$ cat config.mk
export PLATFORM = sky130hd
export DESIGN_NAME = fetch_unit
export DESIGN_NICKNAME = d
export VERILOG_FILES = /design/src/rtl/fetch_pkg.sv /design/src/rtl/fetch_unit_fifo.sv /design/src/rtl/fetch_unit.sv
export SDC_FILE = /design/constraint.sdc
export NUM_CORES = 1
export LEC_CHECK = 0
export CORE_MARGIN = 2
export CORE_UTILIZATION = 55
export CTS_BUF_LIST = sky130_fd_sc_hd__clkbuf_8 sky130_fd_sc_hd__clkbuf_16
export DETAILED_ROUTE_END_ITERATION = 10
export PLACE_DENSITY = 0.92
export SLEW_MARGIN = 20
export SYNTH_ARGS = -nofsm -noshare
export SYNTH_HDL_FRONTEND = slang
export SYNTH_SLANG_ARGS = --single-unit
$ cat constraint.sdc
create_clock -name clk -period 12.7 [get_ports clk]
set_clock_uncertainty 0.05 [all_clocks]
set_input_delay 2.54 -clock clk [delete_from_list [all_inputs] [get_ports clk]]
set_output_delay 2.54 -clock clk [all_outputs]
set_load 0.05 [all_outputs]
$ cat src/rtl/fetch_pkg.sv
// Shared types and constants for the instruction fetch stage.
package fetch_pkg;

  typedef enum logic [1:0] {
    IDLE = 2'd0,
    WAIT = 2'd1,
    DROP = 2'd2
  } fetch_state_t;

  localparam int OPCODE_LSB   = 0;
  localparam int OPCODE_MSB   = 6;
  localparam int FUNCT3_LSB   = 12;
  localparam int FUNCT3_MSB   = 14;
  localparam int FUNCT7_5_BIT = 30;

  localparam logic [31:0] INSTR_BYTES = 32'd4;

endpackage

$ cat src/rtl/fetch_unit_fifo.sv
// Small synchronous FIFO holding {pc, instr} pairs; flush empties it and wins over push/pop.
module instr_fifo #(
  parameter int DEPTH = 2,
  parameter int WIDTH = 64
) (
  input  logic                       clk,
  input  logic                       rst,
  input  logic                       push,
  input  logic [WIDTH-1:0]           push_data,
  input  logic                       pop,
  input  logic                       flush,
  output logic [$clog2(DEPTH+1)-1:0] count,
  output logic [WIDTH-1:0]           head
);

  localparam int AW = $clog2(DEPTH);
  localparam int CW = $clog2(DEPTH + 1);

  logic [WIDTH-1:0] mem [DEPTH];
  logic [AW-1:0]    rd_ptr;
  logic [AW-1:0]    wr_ptr;

  // Depth is a power of two, so the pointers wrap naturally.
  always_ff @(posedge clk or posedge rst) begin
    if (rst) begin
      rd_ptr <= '0;
      wr_ptr <= '0;
      count  <= '0;
      for (int i = 0; i < DEPTH; i++) begin
        mem[i] <= '0;
      end
    end else if (flush) begin
      rd_ptr <= '0;
      wr_ptr <= '0;
      count  <= '0;
    end else begin
      if (push) begin
        mem[wr_ptr] <= push_data;
        wr_ptr      <= wr_ptr + AW'(1);
      end
      if (pop) begin
        rd_ptr <= rd_ptr + AW'(1);
      end
      case ({push, pop})
        2'b10:   count <= count + CW'(1);
        2'b01:   count <= count - CW'(1);
        default: count <= count;
      endcase
    end
  end

  assign head = mem[rd_ptr];

endmodule

$ cat src/rtl/fetch_unit.sv
// Instruction fetch: one outstanding memory request, buffered responses, branch redirect.
module fetch_unit
  import fetch_pkg::*;
#(
  parameter logic [31:0] RESET_PC   = 32'h0000_0000,
  parameter int          FIFO_DEPTH = 2
) (
  input  logic        clk,
  input  logic        rst,
  output logic        imem_req,
  output logic [31:0] imem_addr,
  input  logic        imem_rvalid,
  input  logic [31:0] imem_rdata,
  input  logic        redirect,
  input  logic [31:0] redirect_pc,
  output logic        instr_valid,
  input  logic        instr_ready,
  output logic [31:0] instr,
  output logic [31:0] instr_pc,
  output logic [6:0]  opcode,
  output logic [2:0]  funct3,
  output logic        funct7_5
);

  localparam int CW = $clog2(FIFO_DEPTH + 1);
  localparam logic [CW-1:0] DEPTH_C  = CW'(FIFO_DEPTH);
  localparam logic [CW-1:0] DEPTH_M1 = CW'(FIFO_DEPTH - 1);

  fetch_state_t  state;
  logic [31:0]   fetch_pc;
  logic [31:0]   next_pc;
  logic [CW-1:0] count;
  logic [63:0]   head;
  logic          pop;
  logic          push;
  logic          issue_idle;
  logic          issue_b2b;
  logic          unused_pc_bits;

  assign unused_pc_bits = ^redirect_pc[1:0];

  assign next_pc     = fetch_pc + INSTR_BYTES;
  assign instr_valid = (count != '0);
  assign pop         = instr_valid && instr_ready && !redirect;
  assign push        = (state == WAIT) && imem_rvalid && !redirect;

  // A back-to-back request may use the slot the current pop is freeing.
  assign issue_idle = !rst && !redirect && (state == IDLE) && (count < DEPTH_C);
  assign issue_b2b  = !rst && !redirect && (state == WAIT) && imem_rvalid &&
                      ((count < DEPTH_M1) || pop);

  assign imem_req  = issue_idle || issue_b2b;
  assign imem_addr = issue_b2b ? next_pc : fetch_pc;

  // fetch_pc always names the word of the outstanding (or next) request.
  always_ff @(posedge clk or posedge rst) begin
    if (rst) begin
      state    <= IDLE;
      fetch_pc <= RESET_PC;
    end else if (redirect) begin
      fetch_pc <= {redirect_pc[31:2], 2'b00};
      state    <= (state != IDLE && !imem_rvalid) ? DROP : IDLE;
    end else begin
      case (state)
        IDLE: begin
          if (issue_idle) state <= WAIT;
        end
        WAIT: begin
          if (imem_rvalid) begin
            fetch_pc <= next_pc;
            state    <= issue_b2b ? WAIT : IDLE;
          end
        end
        DROP: begin
          if (imem_rvalid) state <= IDLE;
        end
        default: state <= IDLE;
      endcase
    end
  end

  instr_fifo #(
    .DEPTH(FIFO_DEPTH),
    .WIDTH(64)
  ) u_fifo (
    .clk      (clk),
    .rst      (rst),
    .push     (push),
    .push_data({fetch_pc, imem_rdata}),
    .pop      (pop),
    .flush    (redirect),
    .count    (count),
    .head     (head)
  );

  assign instr    = head[31:0];
  assign instr_pc = head[63:32];
  assign opcode   = instr[OPCODE_MSB:OPCODE_LSB];
  assign funct3   = instr[FUNCT3_MSB:FUNCT3_LSB];
  assign funct7_5 = instr[FUNCT7_5_BIT];

endmodule

After elaboration in Yosys (flattened, before gate mapping)
Cells that the tools add are included.

storage, ports and cells
  flip-flop bits (word level) = 166
  bits in latches = 0
  bits in writable memories = 0
  ROM bits = 0
  logic and storage cells = 78
  memories kept = 0

cells by class
  add/sub/neg operators = 5
  multipliers = 0
  div/mod/pow operators = 0
  $lt $le $gt $ge = 5
  eq/ne operators = 7
  shift-type cells = 0
  muxes and demuxes = 23
  bitwise operators = 3
  reductions and logical operators = 28

operator list
  cell                                                         number
  two-way mux 64 bit                                           4
  bitwise mux 128 bit                                          1
  two-way mux 32 bit                                           4
  demux 64 bit (select 1 bit)                                  1
  adder 32 x 3 -> 32 bit (second input constant)               1
  logical AND 1 bit                                            12
  two-way mux 2 bit                                            6
  nonzero test 2 bit                                           6
  inequality test 3 bit (second input constant)                3
  one-hot mux 2 bit (3 select lines)                           1
  two-way mux 1 bit                                            5
  equality test 2 x 1 -> 1 bit (second input constant)         2
  equality test 2 bit (second input constant)                  2
  >= comparator 2 bit (second input constant)                  2
  less-than comparator 2 x 1 -> 1 bit (second input constant)  2
  inverter 1 -> 2 bit                                          2
  one-hot mux 2 bit (2 select lines)                           1
  AND reduction 2 bit                                          2
  logical NOT 1 bit                                            3
  AND reduction 3 bit                                          1
  nonzero test 3 bit                                           1
  adder 1 bit (second input constant)                          2
  adder 2 x 1 -> 2 bit (second input constant)                 1
  logical NOT 2 bit                                            1
  4 further kinds                                              5

Logic depth before layout (Yosys ltp)
Gate-level depths: netlist of the first run.

  depth in word-level cells = 9
  depth in mapped cells = 7

Modules after synthesis
From an unflattened synthesis of the first run, not the netlist that was laid out.

unflattened totals
  cell total of the unflattened synthesis = 689
  area, all modules = 8688.3 µm²

by module, submodules not included
  module      instances  cells an instance  area each (µm²)
  instr_fifo  1          360                6037.0
  fetch_unit  1          329                2651.3

Worst setup path after synthesis of the first run
Ideal clock, no wire load.

  kind = input port to output port
  start point = in redirect
  end point = out imem_addr[12]
  arrival time = 4704 ps
  setup slack = 5406 ps
  stages on the path = 6
  cells stage by stage = buf_2 or3b_2 a211o_1 buf_2 nor4_1 xor2_1

between the ends
  cells in the longest elaborated chain, start to end = 6

ends and longest elaborated chain
  item                             RTL line                            RTL
  from (decl)                      fetch_unit.sv:14                    input logic redirect,
  logical NOT 1 bit (*)            fetch_unit.sv:44, fetch_unit.sv:49
  logical AND 1 bit (3 in series)  fetch_unit.sv:49                    assign issue_b2b = !rst && !redirect && (state == WAIT) && imem_rvalid &&
  logical AND 1 bit (*)            fetch_unit.sv:49
  two-way mux 32 bit (*)           fetch_unit.sv:53                    assign imem_addr = issue_b2b ? next_pc : fetch_pc;
  to (decl)                        fetch_unit.sv:11                    output logic [31:0] imem_addr,

Every way passes the cells marked *; elsewhere a longest branch is shown, timed or not.

Worst setup path in the final report of the first run
  start point = in redirect
  end point = out imem_addr[28]

The elaborated chain is that of the path after synthesis.

==> results.tsv, run 1 <==
stage	metric	value	unit
global_route	initial antenna violation count	1	
pwr	P_leak	4.361	nW
sta	worst slew pin tran	993.5	ps
logic_synthesis	number of synthesized flops with an enable pin	0	
placement	dpl ws	4253	ps
final_layout	NumNets Final	884	
global_route	total congestion overflow	0	
cts	CTS tree	built	
cts	CTS H-tree lvls	4	
worst_setup_path	Required @ worst endpoint	10110	ps
sta	relative slew slack	0.3322	
logic_synthesis	Synth Flop Type	dfrtp_1	
worst_setup_path	Critical Path, Cell by Cell	clkdlybuf4s50_1, buf_4, nand4bb_1, a211o_1, nor4_1, xor2_1, clkdlybuf4s50_1	
cts	# clock sinks	160	
job	max-cap check violation count	0	
outcome	status	completed	
sta	Peak Freq	118.3	MHz
worst_setup_path	Worst EP arrival	5870	ps
routing	vias per cell	5.891	
floorplanning	# IOs	178	
final_layout	ANT cells	0	
floorplanning	die area	15800	sq um
logic_synthesis	Seq cells post-synth	160	
final_layout	Finished Cell Area	10410	sq um
sta	fin crit share	0.6658	
final_layout	Area growth, synth to finish	27.73	%
cts	setup repair bufs after CTS	0	
placement	dpl hpwl	12760	um
logic_synthesis	Yosys cell types	49	
routing	average wire per standard cell	18.98	um
worst_hold_path	worst min path class	reg2reg	
sta	Final WS setup	4244	ps
cts	CTS root buf	clkbuf_16	
sta	setup TNS	0	ps
worst_setup_path	Setup CP Type	in2out	
logic_synthesis	syn avg cell area	11.89	sq um
sta	Setup-failing EPs final	0	
placement	routability cong.	0.8340	
final_layout	Register Area	4005	sq um
floorplanning	Die Wd	125.7	um
worst_setup_path	CP dominant cell by count	clkdlybuf4s50_1	
cts	cts repair resizes	0	
routing	DRC	0	
routing	Final ANT Viol Nets	0	
worst_setup_path	Critical Path Source Type	input pin	
global_route	first-pass GRT wire length	31400	um
cts	# hold bufs at CTS	0	
sta	Tmin final	8456	ps
floorplanning	starting density of the core	0.5627	
sta	Hold Violations, Final	0	
cts	buffer levels on the longest clock path	2	
pwr	power per standard cell area	252.2	nW/um^2
logic_synthesis	Syn Inst Count	685	
worst_setup_path	crit path max-delay cell type	clkdlybuf4s50_1	
routing	via count	5944	
final_layout	filler cell count	1000	
routing	Total Wirelength	19150	um
global_route	Global Route Usage Sum	0.2485	
logic_synthesis	Ys Warns	0	
placement	port bufs	171	
routing	DRT iter0 DRCs	433	
worst_setup_path	Critical Path Fanout Max	46	
cts	Skew-Pair Late Insertion Delay	420	ps
final_layout	multi-input logic area	3779	sq um
logic_synthesis	Async SR Flop Fraction	1.000	
sta	Final Max Tran Viols	0	
worst_setup_path	Worst path max stage delay	830	ps
floorplanning	core area	14480	sq um
global_route	largest net degree at the start of global routing	85	
floorplanning	Row Count	44	
cts	clk slew on worst S/H paths	60	ps
floorplanning	Die H	125.7	um
worst_setup_path	CP endpoint kind	output port	
logic_synthesis	register area share after synthesis	0.4914	
logic_synthesis	Mapped Area	8148	sq um
cts	clock buffer count from CTS	17	
final_layout	layout cells sized above 1	0.2812	
pwr	peak supply drop	0.1565	mV
placement	Post-DP Area	9806	sq um
routing	number of detailed-routing iterations run before antenna repair	7	
global_route	number of global-route vias before repair	6173	
sta	RSZ-0062 raised after global routing	no	
==> state kept, by name (all words and copies together), names as in the netlist <==
register / cells
u_fifo.rd_ptr: 1
u_fifo.mem: 124
u_fifo.wr_ptr: 1
u_fifo.count: 2
fetch_pc: 30
state: 2
==> per-layer routing <==
metal,part of all wire,global-route usage
met4,0.019,0.08301
met2,0.50,0.4200
met5,0.00068,0
met3,0.063,0.06924
met1,0.42,0.3095
==> metrics by stage <==
step / cells / hold slack, ps / util / power [mW]
after floorplan: 688 / 394.4 / - / 1.754
after global placement: 977 / 413.2 / 0.6772 / 2.086
after detailed placement: 977 / 424.2 / 0.6772 / 2.118
after CTS: 1009 / 440.4 / 0.7185 / 2.640
after global routing: 1009 / 460.8 / 0.7188 / 2.730
final: 1009 / 440.8 / 0.7188 / 2.625
==> where the power goes <==
group / switching (mW) / total (mW) / internal, mW
logic: 0.802 / 1.33 / 0.527
clock network: 0.200 / 0.516 / 0.316
registers: 0.110 / 0.780 / 0.670
==> critical path, delay by kind of cell <==
| family | cells | cell delay [ps] |
|---|---|---|
| compound gates | 1 | 710 |
| xor+xnor | 1 | 200 |
| simple gates | 2 | 900 |
| buf+inv | 3 | 1490 |
==> cells by family after synthesis <==
logic type	count (synthesis)	synth area share
xor+xnor	45	0.04837
fa+ha+maj	3	0.004607
other cells	1	0.0004602
compound gates	50	0.04192
simple gates	156	0.1041
buf+inv	80	0.04714
flops	160	0.4914
mux	190	0.2620
==> cell usage after synthesis (3+ instances only) <==
cell type	n	area (sq um)
o21ai_0	15	75.07
ha_1	3	37.54
buf_2	21	105.1
or3_1	4	25.02
buf_1	5	18.77
xnor2_1	23	201.4
nor4_1	5	31.28
o211ai_1	6	45.04
clkbuf_1	30	112.6
o31ai_1	7	52.55
a31oi_1	9	56.30
and3_1	3	18.77
xor2_1	22	192.7
nor3_1	16	80.08
or4_1	14	105.1
nand2_1	37	138.9
nand4_1	21	131.4
inv_1	7	26.28
nand3_1	16	80.08
o311ai_0	4	35.03
or2_2	3	18.77
nor2_1	24	90.09
mux2i_1	4	40.04
dfrtp_1	160	4004
mux2_2	186	2095
buf_4	15	112.6
==> layout make-up <==
type,instances,area share
Tap cell,184,0.02212
Clock buffer,19,0.04352
Sequential cell,160,0.3848
Inverter,8,0.003366
Clock inverter,13,0.01395
Timing Repair Buffer,177,0.1692
Multi-Input combinational cell,448,0.3631
==> path summary, 6_finish.rpt <==
check | from | end | slack (ps) | cells after the start
min in group asynchronous | rst | u_fifo.rd_ptr | 2690 | 2
setup reg to reg | state[0] | u_fifo.mem[72] | 9860 | 4
setup / recovery | redirect | imem_addr[28] | 4240 | 7
hold / removal | u_fifo.mem[55] | u_fifo.mem[55] | 440 | 2
max in group asynchronous | rst | u_fifo.mem[45] | 8710 | 3
hold reg to reg | u_fifo.mem[55] | u_fifo.mem[55] | 440 | 2
==> cells in the final DEF, fill, tap and decap left out, types with 2 or more instances in the layout <==
cell type / instances
xnor2_1: 23
o211ai_1: 6
o311ai_0: 4
xor2_1: 22
nor4_1: 5
and4_1: 2
clkinv_2: 5
or2_2: 3
conb_1: 4
o31ai_1: 7
clkinvlp_4: 3
dfrtp_1: 159
inv_1: 8
clkdlybuf4s50_1: 171
clkbuf_16: 17
nand2_1: 37
and3_1: 3
bufinv_16: 3
nor3_1: 16
nor2_1: 23
clkbuf_8: 2
a211oi_1: 2
mux2_2: 186
mux2i_1: 4
buf_4: 5
nand4_1: 21
a31oi_1: 9
nand3_1: 16
or4_1: 14
or3_1: 4
ha_1: 3
o21ai_0: 15
Power figures use the tool's default switching activity.
==> run 2, diff against run 1 <==
--- a/config.mk
+++ b/config.mk
@@ -6,10 +6,10 @@
 export NUM_CORES = 1
 export LEC_CHECK = 0
 export CORE_MARGIN = 2
-export CORE_UTILIZATION = 55
+export CORE_UTILIZATION = 46
 export CTS_BUF_LIST = sky130_fd_sc_hd__clkbuf_8 sky130_fd_sc_hd__clkbuf_16
 export DETAILED_ROUTE_END_ITERATION = 10
-export PLACE_DENSITY = 0.92
+export PLACE_DENSITY = 0.83
 export SLEW_MARGIN = 20
 export SYNTH_ARGS = -nofsm -noshare
 export SYNTH_HDL_FRONTEND = slang
==> constraint.sdc (replaced) <==
create_clock -name clk -period 7.6 [get_ports clk]
set_clock_uncertainty 0.05 [all_clocks]
set_input_delay 1.52 -clock clk [delete_from_list [all_inputs] [get_ports clk]]
set_output_delay 1.52 -clock clk [all_outputs]
set_load 0.05 [all_outputs]
==> run 2 against run 1 <==
Against the previous run: non-clock buffer count is 2 higher; largest power group unchanged; design area rose by 0.54%; core utilization down 11 points; setup slack got worse by 3000 ps; largest cell class unchanged; total power grew 67%; routed wire length grew 0.27%; critical path depth unchanged; clock-buffer cell count shrank 1; sequential power grew 64%.
==> results.tsv, run 2 (synthesis results as in run 1) <==
stage	metric	value	unit
global_route	first-pass GRT wire length	30260	um
final_layout	commonest non-fill, non-tap cell in the layout	mux2_2	
floorplanning	starting density of the core	0.4711	
pwr	switch share	0.4244	
global_route	largest net degree at the start of global routing	108	
sta	worst slew pin tran	981.0	ps
worst_setup_path	Critical Path Source Type	input pin	
pwr	share of total power in the clock network	0.196	
pwr	power per standard cell area	418.3	nW/um^2
final_layout	final core utilization	0.6050	
cts	CTS tree	built	
global_route	Global Route Usage Sum	0.2097	
pwr	combinational power share	0.511	
floorplanning	Row Count	48	
floorplanning	# IOs	178	
worst_setup_path	Setup CP Type	in2out	
placement	dpl hpwl	12750	um
final_layout	Top reg by flops	u_fifo.mem	
worst_setup_path	reg-to-reg critical path startpoint	fetch_pc[2]	
pwr	Seq pwr share	0.292	
cts	# hold bufs at CTS	0	
placement	port bufs	171	
global_route	initial antenna violation count	0	
sta	Hold Violations, Final	0	
worst_hold_path	Min-Delay Path Depth	2	
worst_setup_path	Required @ worst endpoint	6030	ps
cts	clk slew on worst S/H paths	60	ps
sta	Final Max Tran Viols	0	
cts	clock buffer count from CTS	17	
final_layout	number of flip-flops in the largest register	124	
worst_setup_path	CP Depth	7	
floorplanning	core area	17300	sq um
worst_hold_path	worst min path class	reg2reg	
worst_setup_path	CP dominant cell by count	clkdlybuf4s50_1	
worst_setup_path	CP endpoint kind	output port	
cts	CTS H-tree lvls	4	
sta	Setup-failing EPs final	0	
routing	vias per cell	5.587	
global_route	met1 Resource Use GR	0.2738	
worst_setup_path	RR Endpoint	fetch_pc[16]	
final_layout	commonest cells after routing, fill and taps aside	186 x mux2_2, 171 x clkdlybuf4s50_1, 159 x dfrtp_1	
routing	number of detailed-routing iterations run before antenna repair	5	
pwr	internal power	2.519	mW
sta	fin crit share	0.8354	
worst_setup_path	Critical Path Fanout Max	20	
worst_setup_path	CP delay by family, top	buffers and inverters	
global_route	total congestion overflow	0	
global_route	GRT busiest layer	met2	
cts	# clock sinks	160	
worst_setup_path	r2r worst-path depth	5	
final_layout	layout cells sized above 1	0.2809	
pwr	P_leak	4.369	nW
cts	cts repair resizes	0	
cts	setup repair bufs after CTS	0	
routing	DRC	0	
floorplanning	die area	18790	sq um
sta	setup TNS	0	ps
routing	average wire per standard cell	18.27	um
final_layout	Area growth, synth to finish	28.42	%
sta	RSZ-0062 raised after global routing	no	
worst_setup_path	Worst EP arrival	4780	ps
cts	Skew-Pair Late Insertion Delay	430	ps
sta	Tmin final	6349	ps
worst_hold_path	Hold Crit Endpoint	u_fifo.mem[55]	
global_route	number of global-route vias before repair	5832	
cts	buffer levels on the longest clock path	2	
worst_setup_path	number of buffer and inverter stages on the critical path	3	
worst_setup_path	reg2reg setup slack	4900	ps
global_route	M3 GR Usage	0.05556	
outcome	status	completed	
cts	CTS root buf	clkbuf_16	
worst_setup_path	Worst path max stage delay	840	ps
placement	routability cong.	0.8084	
routing	Total Wirelength	19200	um
floorplanning	Die H	137.1	um
sta	relative slew slack	0.3421	
final_layout	NumNets Final	886	
sta	Peak Freq	157.5	MHz
routing	Final ANT Viol Nets	0	
final_layout	ANT cells	0	
pwr	peak supply drop	0.2969	mV
final_layout	Top Registers	u_fifo.mem x124, fetch_pc x30	
routing	DRT iter0 DRCs	576	
global_route	met2 GRT Util	0.3347	
worst_setup_path	Critical Path, Cell by Cell	clkdlybuf4s50_1, buf_4, or3b_2, a211oi_1, nand4_1, xnor2_1, clkdlybuf4s50_1	
floorplanning	Die Wd	137.1	um
job	max-cap check violation count	0	
worst_hold_path	Hold Startpoint	u_fifo.mem[55]	
pwr	NetSw	1.858	mW
worst_setup_path	crit path max-delay cell type	a211oi_1	
routing	via count	5872	
## run 2: cell count changes in the layout (fill, tap and decap cells not counted)
cell / previous run / this run
clkinvlp_4: 3 / 2
clkinv_2: 5 / 3
inv_1: 8 / 9
buf_4: 5 / 7
clkbuf_8: 2 / 1
clkinv_4: 0 / 2
## run 2: routing by layer
layer  wire [um]  part of all wire  up-vias
li1            -                 -     2717
met1        8149              0.42     2914
met2        9274              0.48      211
met3        1384             0.072       30
met4         394             0.021        0
met5           0                 0        -
## run 2: how the worst max path moves through the flow
stage	slack, ps	from	to
4_1_cts	1270	redirect	imem_addr[5]
2_1_floorplan	1710	rst	fetch_pc[10]
3_5_place_dp	1290	redirect	imem_addr[10]
6_report	1250	redirect	imem_addr[5]
3_3_place_gp	1270	redirect	imem_addr[10]
5_1_grt	1100	redirect	imem_addr[5]
## run 2: stage by stage
step                hold WS [ps]  power (mW)  instance area [sq um]  cells  setup WS, ps
detailed placement         437.3       3.546                   9864   1019          1294
CTS                        451.3       4.421                  10450   1050          1270
floorplan                  394.4       2.930                   8159    688          1710
global route               462.7       4.576                  10460   1051          1101
finish                     446.3       4.377                  10460   1051          1251
global placement           414.0       3.499                   9864   1019          1271
## run 2: power by group through the flow
stage | sequential [mW] | clock [mW] | combinational, mW
floorplan | 1.22 | 0 | 1.71
global placement | 1.27 | 0 | 2.23
detailed placement | 1.29 | 0 | 2.25
CTS | 1.28 | 0.879 | 2.26
global route | 1.32 | 0.911 | 2.35
finish | 1.28 | 0.859 | 2.24
## run 2: layout make-up
cell class / count / area [sq um]
clock buffers: 18 / 439.2
clock inverters: 13 / 148.9
fillers: 1440 / 6833
inverters: 8 / 35.03
multi-input cells: 448 / 3779
flip-flops and latches: 160 / 4005
well taps: 225 / 281.5
repair buffers: 179 / 1775
## run 2: tightest hold or removal path, delay by kind of cell, from the launching register on
kind	cells	cell delay [ps]
AOI/OAI and AO/OA	1	60
DFF	1	350
and+or+nand+nor	1	50
==> run 3, diff against run 2 <==
--- a/config.mk
+++ b/config.mk
@@ -6,10 +6,10 @@
 export NUM_CORES = 1
 export LEC_CHECK = 0
 export CORE_MARGIN = 2
-export CORE_UTILIZATION = 46
+export CORE_UTILIZATION = 51
 export CTS_BUF_LIST = sky130_fd_sc_hd__clkbuf_8 sky130_fd_sc_hd__clkbuf_16
 export DETAILED_ROUTE_END_ITERATION = 10
-export PLACE_DENSITY = 0.83
+export PLACE_DENSITY = 0.86
 export SLEW_MARGIN = 20
 export SYNTH_ARGS = -nofsm -noshare
 export SYNTH_HDL_FRONTEND = slang
==> constraint.sdc (replaced) <==
create_clock -name clk -period 6.12 [get_ports clk]
set_clock_uncertainty 0.05 [all_clocks]
set_input_delay 1.224 -clock clk [delete_from_list [all_inputs] [get_ports clk]]
set_output_delay 1.224 -clock clk [all_outputs]
set_load 0.05 [all_outputs]
==> run 3 against run 2 <==
Against the previous run: global-route usage is 2.1 points higher; die area is 9.5% lower; highest routed layer unchanged; largest power group unchanged; non-clock buffer count is 1 higher; cell count is 0.76% lower; clock-buffer cell count is 2 higher; sequential share of layout area is 1.2 points lower.
==> results.tsv, run 3 (synthesis results as in run 1) <==
stage	metric	value	unit
sta	Setup-failing EPs final	0	
cts	Skew-Pair Late Insertion Delay	410	ps
sta	RSZ-0062 raised after global routing	no	
global_route	largest net degree at the start of global routing	74	
sta	worst hold slack	445.4	ps
final_layout	commonest cells after routing, fill and taps aside	186 x mux2_2, 159 x dfrtp_1, 140 x clkdlybuf4s50_1	
floorplanning	# IOs	178	
global_route	first-pass GRT wire length	30310	um
cts	# hold bufs at CTS	0	
final_layout	final core utilization	0.6847	
routing	vias per cell	5.595	
placement	Post-DP Area	10190	sq um
routing	Final ANT Viol Nets	0	
sta	Peak Freq	197.8	MHz
cts	buffer levels on the longest clock path	2	
placement	port bufs	171	
final_layout	layout cells sized above 1	0.3229	
final_layout	number of flip-flops in the largest register	124	
global_route	total congestion overflow	0	
job	max-cap check violation count	0	
pwr	peak supply drop	0.4070	mV
worst_setup_path	Critical Path, Cell by Cell	clkdlybuf4s50_1, buf_4, or3b_2, a211o_1, nor4_1, xor2_1, buf_12	
cts	clk slew on worst S/H paths	60	ps
worst_hold_path	worst min path class	reg2reg	
routing	DRC	0	
global_route	number of global-route vias before repair	6019	
final_layout	Top reg by flops	u_fifo.mem	
final_layout	Finished Cell Area	10800	sq um
cts	CTS root buf	clkbuf_16	
sta	worst slew pin tran	1048	ps
sta	fin crit share	0.8259	
final_layout	filler cell count	1175	
sta	setup TNS	0	ps
floorplanning	Row Count	46	
worst_setup_path	Required @ worst endpoint	4850	ps
final_layout	commonest non-fill, non-tap cell in the layout	mux2_2	
routing	average wire per standard cell	17.93	um
cts	# clock sinks	160	
worst_setup_path	CP endpoint kind	output port	
worst_setup_path	Setup CP Type	in2out	
outcome	status	completed	
worst_setup_path	Critical Path Fanout Max	20	
cts	setup repair bufs after CTS	0	
final_layout	ANT cells	0	
final_layout	NumNets Final	887	
cts	cts repair resizes	0	
global_route	Global Route Usage Sum	0.2305	
final_layout	Register Area	4008	sq um
sta	Final Max Tran Viols	0	
pwr	P_leak	4.546	nW
worst_setup_path	Worst path max stage delay	590	ps
cts	CTS tree	built	
floorplanning	Die H	130.4	um
sta	relative slew slack	0.2992	
routing	number of detailed-routing iterations run before antenna repair	5	
final_layout	multi-input logic area	3779	sq um
final_layout	Top Registers	u_fifo.mem x124, fetch_pc x30	
placement	dpl hpwl	12720	um
floorplanning	die area	17000	sq um
floorplanning	core area	15770	sq um
global_route	initial antenna violation count	0	
worst_setup_path	crit path max-delay cell type	a211o_1	
routing	Total Wirelength	18700	um
pwr	power per standard cell area	509.7	nW/um^2
worst_setup_path	Critical Path Source Type	input pin	
sta	Hold Violations, Final	0	
placement	routability cong.	0.8281	
cts	CTS H-tree lvls	4	
sta	Tmin final	5055	ps
routing	DRT iter0 DRCs	431	
floorplanning	starting density of the core	0.5167	
final_layout	Area growth, synth to finish	32.53	%
worst_setup_path	Worst EP arrival	3780	ps
routing	via count	5836	
floorplanning	Die Wd	130.4	um
cts	clock buffer count from CTS	17	
## run 3: where the power goes
| group | switching [mW] | internal (mW) |
|---|---|---|
| Clock | 0.410 | 0.668 |
| Sequential | 0.248 | 1.39 |
| Combinational | 1.65 | 1.14 |
## run 3: through the flow
stage	power [mW]	setup WS [ps]	instances
3_3_place_gp	4.396	1056	1012
3_5_place_dp	4.446	1043	1012
4_1_cts	5.551	1037	1043
6_report	5.504	1065	1043
5_1_grt	5.758	895.5	1043
2_1_floorplan	3.639	526.1	688
## run 3: final timing paths
check                                from             end  slack (ps)  cells after the start
max                              redirect   imem_addr[12]        1070                      7
min                        u_fifo.mem[55]  u_fifo.mem[55]         450                      2
max reg2reg                   fetch_pc[2]    fetch_pc[18]        3400                      5
min reg2reg                u_fifo.mem[55]  u_fifo.mem[55]         450                      2
max in group asynchronous             rst  u_fifo.mem[64]        3640                      3
min in group asynchronous             rst  u_fifo.mem[82]        1370                      2
## run 3: cell type report
class / count / share of cell area
multi-input cells: 448 / 0.3499
clock buffers: 20 / 0.04322
clock inverters: 11 / 0.01275
flip-flops and latches: 160 / 0.3711
repair buffers: 180 / 0.1947
well taps: 216 / 0.02503
inverters: 8 / 0.003244
## run 3: routing by layer
metal / vias up / track usage / part of all wire
li1: 2707 / - / -
met2: 208 / 0.3840 / 0.49
met5: - / 0 / 0
met1: 2893 / 0.2927 / 0.41
met3: 28 / 0.06393 / 0.072
met4: 0 / 0.07885 / 0.025
## run 3: critical path: cells and delay by family
family	cells	cell delay, ps
compound gates	1	590
xor+xnor	1	300
buf+inv	3	780
simple gates	2	890
